--- config.mk ---
export PLATFORM = sky130hd
export DESIGN_NAME = pipe_shifter
export DESIGN_NICKNAME = d
export VERILOG_FILES = /design/src/rtl/pipe_shifter_pkg.sv /design/src/rtl/shift_levels.sv /design/src/rtl/pipe_shifter.sv
export SDC_FILE = /design/constraint.sdc
export NUM_CORES = 1
export LEC_CHECK = 0
export BUFFER_PORTS_ARGS = -buffer_cell sky130_fd_sc_hd__buf_4
export CORE_UTILIZATION = 45
export DETAILED_ROUTE_END_ITERATION = 12
export MAX_ROUTING_LAYER = met4
export SLEW_MARGIN = 20
export SYNTH_ARGS = -nofsm -noshare
export SYNTH_HDL_FRONTEND = slang
export SYNTH_SLANG_ARGS = --single-unit
--- constraint.sdc ---
create_clock -name clk -period 2.85 [get_ports clk]
set_input_delay 0.1425 -clock clk [delete_from_list [all_inputs] [get_ports clk]]
set_output_delay 0.1425 -clock clk [all_outputs]
set_load 0.05 [all_outputs]
--- src/rtl/pipe_shifter_pkg.sv ---
// Shared shifter definitions: op encodings and level-split helpers.
package pipe_shifter_pkg;

  // Shift operation encodings, shared with the ALU and decoder.
  typedef enum logic [1:0] {
    ShSll = 2'b00,
    ShRor = 2'b01,
    ShSrl = 2'b10,
    ShSra = 2'b11
  } shiftop_e;

  // Levels owned by each stage (ceiling split).
  function automatic int unsigned levels_per_stage(int unsigned shamt_w, int unsigned stages);
    return (shamt_w + stages - 1) / stages;
  endfunction

  // First level owned by stage s.
  function automatic int unsigned stage_first_level(int unsigned shamt_w, int unsigned stages,
                                                    int unsigned s);
    return s * levels_per_stage(shamt_w, stages);
  endfunction

  // Number of levels owned by stage s; trailing stages may own fewer (or none).
  function automatic int unsigned stage_level_count(int unsigned shamt_w, int unsigned stages,
                                                    int unsigned s);
    int unsigned first;
    int unsigned lps;
    first = stage_first_level(shamt_w, stages, s);
    lps   = levels_per_stage(shamt_w, stages);
    if (first >= shamt_w) begin
      return 0;
    end else if (shamt_w - first < lps) begin
      return shamt_w - first;
    end else begin
      return lps;
    end
  endfunction

endpackage

--- src/rtl/shift_levels.sv ---
// Combinational slice of the barrel shifter: applies a contiguous range of levels.
module shift_levels
  import pipe_shifter_pkg::*;
#(
  parameter int unsigned DATA_WIDTH  = 32,
  parameter int unsigned SHAMT_W     = 5,
  parameter int unsigned FIRST_LEVEL = 0,
  parameter int unsigned NUM_LEVELS  = 1
) (
  input  logic [DATA_WIDTH-1:0] data_in,
  input  logic [SHAMT_W-1:0]    shamt,
  input  shiftop_e              op,
  output logic [DATA_WIDTH-1:0] data_out
);

  logic [DATA_WIDTH-1:0] d;
  logic [SHAMT_W-1:0]    sel;

  // Apply owned levels LSB first; level i moves the data by 2^i when shamt[i] is set.
  always_comb begin
    d   = data_in;
    sel = '0;
    for (int unsigned i = FIRST_LEVEL; i < FIRST_LEVEL + NUM_LEVELS; i++) begin
      sel = shamt >> i;
      if (sel[0]) begin
        unique case (op)
          ShSll: d = d << (1 << i);
          ShSrl: d = d >> (1 << i);
          ShSra: d = $unsigned($signed(d) >>> (1 << i));
          ShRor: d = (d >> (1 << i)) | (d << (DATA_WIDTH - (1 << i)));
        endcase
      end
    end
  end

  assign data_out = d;

endmodule

--- src/rtl/pipe_shifter.sv ---
// Pipelined barrel shifter with valid/ready handshake and in-order tagged results.
module pipe_shifter
  import pipe_shifter_pkg::*;
#(
  parameter int unsigned DATA_WIDTH  = 32,
  parameter int unsigned PIPE_STAGES = 2,
  parameter int unsigned TAG_W       = 5,
  localparam int unsigned SHAMT_W    = $clog2(DATA_WIDTH)
) (
  input  logic                  clk,
  input  logic                  rst,
  input  logic                  in_valid,
  output logic                  in_ready,
  input  logic [DATA_WIDTH-1:0] A,
  input  logic [SHAMT_W-1:0]    B,
  input  logic [1:0]            Shiftop,
  input  logic [TAG_W-1:0]      in_tag,
  output logic                  out_valid,
  input  logic                  out_ready,
  output logic [DATA_WIDTH-1:0] Result,
  output logic [TAG_W-1:0]      out_tag
);

  // Whole pipe moves as one; a full output that is not taken freezes every stage.
  logic en;

  // Index s holds what feeds stage s (the input port for s = 0, stage s-1 otherwise).
  logic [PIPE_STAGES-1:0][DATA_WIDTH-1:0] src_data;
  logic [PIPE_STAGES-1:0][SHAMT_W-1:0]    src_shamt;
  logic [PIPE_STAGES-1:0][1:0]            src_op;
  logic [PIPE_STAGES-1:0][TAG_W-1:0]      src_tag;
  logic [PIPE_STAGES-1:0]                 src_valid;

  // Shifted data for stage s, and the registered outputs of stage s.
  logic [PIPE_STAGES-1:0][DATA_WIDTH-1:0] lvl_data;
  logic [PIPE_STAGES-1:0][DATA_WIDTH-1:0] stage_data;
  logic [PIPE_STAGES-1:0][TAG_W-1:0]      stage_tag;
  logic [PIPE_STAGES-1:0]                 stage_valid;

  assign en       = !stage_valid[PIPE_STAGES-1] || out_ready;
  assign in_ready = en;

  // in_valid doubles as the accept strobe since the stage only loads when en = in_ready.
  assign src_data[0]  = A;
  assign src_shamt[0] = B;
  assign src_op[0]    = Shiftop;
  assign src_tag[0]   = in_tag;
  assign src_valid[0] = in_valid;

  for (genvar s = 0; s < PIPE_STAGES; s++) begin : g_stage
    localparam int unsigned First = stage_first_level(SHAMT_W, PIPE_STAGES, s);
    localparam int unsigned Count = stage_level_count(SHAMT_W, PIPE_STAGES, s);

    logic [DATA_WIDTH-1:0] data_q;
    logic [TAG_W-1:0]      tag_q;
    logic                  valid_q;

    shift_levels #(
      .DATA_WIDTH (DATA_WIDTH),
      .SHAMT_W    (SHAMT_W),
      .FIRST_LEVEL(First),
      .NUM_LEVELS (Count)
    ) u_levels (
      .data_in (src_data[s]),
      .shamt   (src_shamt[s]),
      .op      (shiftop_e'(src_op[s])),
      .data_out(lvl_data[s])
    );

    // Stage data/tag/valid register; reset clears everything so in-flight ops vanish.
    always_ff @(posedge clk) begin
      if (rst) begin
        data_q  <= '0;
        tag_q   <= '0;
        valid_q <= 1'b0;
      end else if (en) begin
        data_q  <= lvl_data[s];
        tag_q   <= src_tag[s];
        valid_q <= src_valid[s];
      end
    end

    assign stage_data[s]  = data_q;
    assign stage_tag[s]   = tag_q;
    assign stage_valid[s] = valid_q;

    // Only stages feeding further levels need to carry the shift amount and op.
    if (s < PIPE_STAGES - 1) begin : g_fwd
      logic [SHAMT_W-1:0] shamt_q;
      logic [1:0]         op_q;

      // Shift amount and op travel alongside the data they apply to.
      always_ff @(posedge clk) begin
        if (rst) begin
          shamt_q <= '0;
          op_q    <= '0;
        end else if (en) begin
          shamt_q <= src_shamt[s];
          op_q    <= src_op[s];
        end
      end

      assign src_data[s+1]  = data_q;
      assign src_shamt[s+1] = shamt_q;
      assign src_op[s+1]    = op_q;
      assign src_tag[s+1]   = tag_q;
      assign src_valid[s+1] = valid_q;
    end
  end

  assign Result    = stage_data[PIPE_STAGES-1];
  assign out_tag   = stage_tag[PIPE_STAGES-1];
  assign out_valid = stage_valid[PIPE_STAGES-1];

endmodule

Word-level counts from Yosys, hierarchy flattened:

Index checks and enable logic that the tools add are counted.

* input bits: 48
* register bits after elaboration: 83
* word-level logic and storage cells: 33

* muxes and demuxes: 10
* eq/ne operators: 6
* bitwise operators: 5
* reduce and logical (&&, ||, !) cells: 4

Operators by type and width (count)
* one-hot mux 32 bit (4 select lines): 5
* 2-to-1 mux 32 bit: 5
* bitwise OR 16 x 32 -> 32 bit: 1
* bitwise OR 24 x 32 -> 32 bit: 1
* bitwise OR 28 x 32 -> 32 bit: 1
* bitwise OR 30 x 32 -> 32 bit: 1
* bitwise OR 31 x 32 -> 32 bit: 1
* == test 2 bit (second input constant): 4
* == test 2 x 1 -> 1 bit (second input constant): 2
* logical NOT 2 bit: 2
* logical NOT 1 bit: 1
* logical OR 1 bit: 1

Longest topological paths before layout:

* depth after elaboration: 9
* gate-level depth with buffers: 9
* depth with buffers taken out: 6

Modules after synthesis:

A second synthesis with hierarchy kept.

* cell total of the unflattened synthesis: 1022
* area, all modules: 7721.2 um^2

By module, submodules not included
* pipe_shifter: seq. area each 1661.6 um^2, area an instance 3697.3 um^2, times used 1, cells an instance 370
* shift_levels (g_stage[0].u_levels): seq. area each 0.0 um^2, area an instance 2796.4 um^2, times used 1, cells an instance 443
* shift_levels (g_stage[1].u_levels): seq. area each 0.0 um^2, area an instance 1227.4 um^2, times used 1, cells an instance 209

Worst setup path before layout:

No wires, ideal clock.

* path kind: register -> register
* start: register g_stage[1].valid_q, in the netlist out_valid
* end: register g_stage[1].data_q[15], in the netlist Result[15]
* arrival time: 2035 ps
* path buffers: 2
* stages on the path, launching flop included: 6
* slack: 729 ps
* library setup time: 86 ps
* cell sequence: dfxtp_1 > nor2b_1 > clkinv_1 > clkbuf_1 > clkbuf_1 > a211oi_1

* word-level cells in the longest chain between the ends: 2

RTL lines
* start: declaration: line pipe_shifter.sv:56 `logic valid_q;`
* start signal: assignment: line pipe_shifter.sv:79 `valid_q <= src_valid[s];`
* logical NOT 1 bit: line pipe_shifter.sv:40 `assign en = !stage_valid[PIPE_STAGES-1] || out_ready;`
* logical OR 1 bit: line pipe_shifter.sv:40
* named net in_ready: line pipe_shifter.sv:13 `output logic in_ready,`
* end signal: assignment: line pipe_shifter.sv:77 `data_q <= lvl_data[s];`
* end: declaration: line pipe_shifter.sv:54 `logic [DATA_WIDTH-1:0] data_q;`

The timed path passes the listed nets, and every way through them passes these cells.
A chain may end at the register's enable or synchronous reset.

Final worst setup path:

* start: register g_stage[1].valid_q, in the netlist out_valid
* end: output port in_ready

* word-level cells in the longest chain between the ends: 2

RTL lines (line)
* logical NOT 1 bit: pipe_shifter.sv:40
* logical OR 1 bit: pipe_shifter.sv:40
* end: declaration: pipe_shifter.sv:13

Every way passes these cells.

==> summary.txt <==
Yosys
  – Yosys top cell area share: 24.25%
  – Sequential-to-total area share from yosys stat: 24.25%
  – Post-synth top area cell: dfxtp_1
  – Synth cell types: 65
  – Synth top area cells: dfxtp_1 (24%), mux2i_1 (7.1%), nor2_1 (6.7%)
  – Synth Cell Area: 6604 µm²
  – Number of synthesized flops with an enable pin: 0
  – Synth async-reset ratio: 0%
  – Syn avg cell area: 7.395 µm²
  – FF+latch count, synth: 80
  – Primary FF master, synth: dfxtp_1
  – Yosys warnings: 0
  – Mapped Nets: 941
  – Post-Syn Instances: 893

Route
  – DR WL/cell: 20.95 µm
  – Vias per inst: 6.570
  – Via count: 7273
  – Total wire length: 23.19 mm
  – 1st-pass router iterations: 5
  – Antenna-violating nets left: 0
  – Initial DRC count: 935
  – Drc violations: 0

Die
  – Starting Density: 46.85%
  – I/O pin count: 87
  – Row Count: 43
  – Core ar.: 14100 µm²
  – Die W: 123.1 µm
  – Die H: 123.1 µm
  – Die area: 15160 µm²

STA
  – Setup TNS: 0 ns
  – Achievable Freq: 0.4259 GHz
  – Final number of setup-violating endpoints: 0
  – Hold Slack: 0.04339 ns
  – Skew final: 0.01251 ns
  – Final hold violation count: 0
  – RSZ-0062 raised after global routing: false
  – Tcrit/Tclk final: 82.39%
  – Fin crit period: 2.348 ns
  – Max-slew violation count: 0
  – Worst slew pin tran: 0.8174 ns
  – Setup ws final: 0.5018 ns
  – Slew HR: 45.26%

Setup path
  – R2R Setup Slk: 0.69 ns
  – Worst setup EP type: primary output
  – Critical Path RT: 2.71 ns
  – Worst setup path class: flip-flop to primary output
  – Max FO, Critical Path: 83
  – Kind of start point of the critical path: flip-flop
  – Critical path arrival: 2.21 ns

Final layout
  – # diodes: 0
  – Layout cells sized above 1: 18.12%
  – Util after Layout: 53.83%
  – Reg area: 1603 µm²
  – Area occupied by multi-input gates: 4553 µm²
  – Net count, final: 970
  – Commonest non-fill, non-tap cell in the layout: nor2_1
  – Final instance count without filler cells: 1107
  – Synthesis-to-finish area growth: 14.91%
  – Commonest non-fill, non-tap cells in the layout: nor2_1 (115), buf_4 (109), nand2_1 (105)
  – Fillers: 1396

GRT
  – Initial antenna violation count: 0
  – Met3 global-route usage: 5.812%
  – Vias in the first global route: 6553
  – Largest net degree at the start of global routing: 84
  – Busiest grt layer: met2
  – GR Util All Layers: 32.13%
  – M2 GR Usage: 47.07%
  – Total gr overflow: 0
  – Met1 Track Usage GR: 44.41%
  – First-pass GRT wire length: 36.44 mm

Clock network
  – CTS H-tree lvls: 3
  – TritonCTS Buffers: 9
  – CTS Buffer Depth: 2
  – Root buffer cell: clkbuf_16
  – Worst-path clk slew: 0.06 ns
  – CTS tree: done
  – Hold buffer count at cts: 0
  – Setup Fix Bufs, Post-CTS: 0
  – Post-cts resize count: 0
  – Clock tree sinks: 80
  – Clk Latency, worst-skew pair: 0.35 ns

Power
  – Flop pwr share: 35.5%
  – Switch Pwr: 1.376 mW
  – Maximum vdd drop: 0.0003347 V
  – Sw Share: 36.41%
  – Internal Power: 2.402 mW
  – Leak: 3.021 nW
  – Part of the power in combinational logic: 32.4%
  – Power per cell area: 497.9 nW/µm²
  – Clk pwr share: 32.1%

Placed design
  – Post-Place Worst Slack: 0.6133 ns
  – Detailed Place HPWL: 16.75 mm
  – DP Cell Count: 1091
  – Final Wtd Congestion: 0.9514
  – I/O Buffers: 86

Flow run
  – Max-Cap Viols: 0

Outcome
  – Status: finished, final reports clean

Worst hold path
  – HP Class: input pin to flip-flop
-- path summary, 6_finish.rpt --
| check | start | end | cells after the start |
|---|---|---|---|
| setup / recovery | out_valid | in_ready | 4 |
| hold / removal | B[3] | g_stage[0].g_fwd.shamt_q[3] | 3 |
| setup reg to reg | out_valid | g_stage[0].data_q[8] | 6 |
| hold reg to reg | g_stage[0].tag_q[3] | g_stage[0].tag_q[3] | 2 |
-- worst max-delay path, stage by stage, from the launching register on --
cell     delay (ns)
dfxtp_1        0.32
nor2b_2        0.67
inv_2          0.31
buf_12         0.30
buf_4          0.23
-- state kept, by name, indices dropped and copies added (netlist names) --
register / flops
g_stage.data_q: 32
g_stage.tag_q: 5
Result: 32
out_valid: 1
g_stage.g_fwd.shamt_q: 2
out_tag: 5
g_stage.valid_q: 1
g_stage.g_fwd.op_q: 2
-- power groups by stage --
stage	clock network [mW]	registers (mW)	logic, mW
floorplan	0	1.47	0.696
global placement	0	1.36	1.20
detailed placement	0	1.36	1.20
CTS	1.22	1.34	1.21
global route	1.27	1.35	1.32
finish	1.21	1.34	1.23
-- synth_stat cells, types with 5 or more instances --
cell	number
nor2_1	117
nand2_1	105
dfxtp_1	80
a21oi_1	65
clkbuf_1	54
mux2i_1	47
o21ai_0	45
nand3_1	34
a211oi_1	33
a311oi_1	26
buf_2	25
a31oi_1	24
or3b_1	20
nand2b_1	17
o211ai_1	17
o21a_1	15
nor3_1	12
o221ai_1	11
a21o_1	10
a311o_1	9
mux4_2	9
buf_1	8
inv_1	8
a211o_1	7
nor2b_1	6
a2111oi_2	5
nand4_1	5
-- per-stage QoR --
| stage | total power, mW | cell area [µm²] |
|---|---|---|
| 2_1_floorplan | 2.171 | 6604 |
| 3_5_place_dp | 2.564 | 7281 |
| 3_3_place_gp | 2.553 | 7278 |
| 4_1_cts | 3.762 | 7589 |
| 6_report | 3.778 | 7589 |
| 5_1_grt | 3.938 | 7589 |
-- cell families (layout without fill, tap and decap cells) --
| family | Yosys count | after routing | share of synthesized area (%) |
|---|---|---|---|
| adder cells (fa/ha/maj) | 1 | 1 | 0.1516 |
| multiplexers | 60 | 60 | 10.88 |
| flip-flops | 80 | 80 | 24.25 |
| AND/OR/NAND/NOR | 334 | 334 | 23.46 |
| AO/OA/AOI/OAI | 314 | 314 | 34.35 |
| buffers and inverters | 104 | 138 | 6.915 |
-- final cells by class --
cell class	instances	area share (%)
multi-input cells	709	60.00
clock inverters	5	0.7255
clock buffers	11	3.331
repair buffers	111	11.31
inverters	11	0.5441
well taps	180	2.968
flip-flops and latches	80	21.12
-- per-layer routing --
layer / part of all wire (%) / vias up / routed length, µm
li1: - / 3405 / -
met1: 46 / 3493 / 10640
met5: 0 / - / 0
met2: 44 / 332 / 10260
met4: 2.5 / 0 / 575
met3: 7.4 / 43 / 1719
No activity file was read; power rests on OpenSTA's default activity.
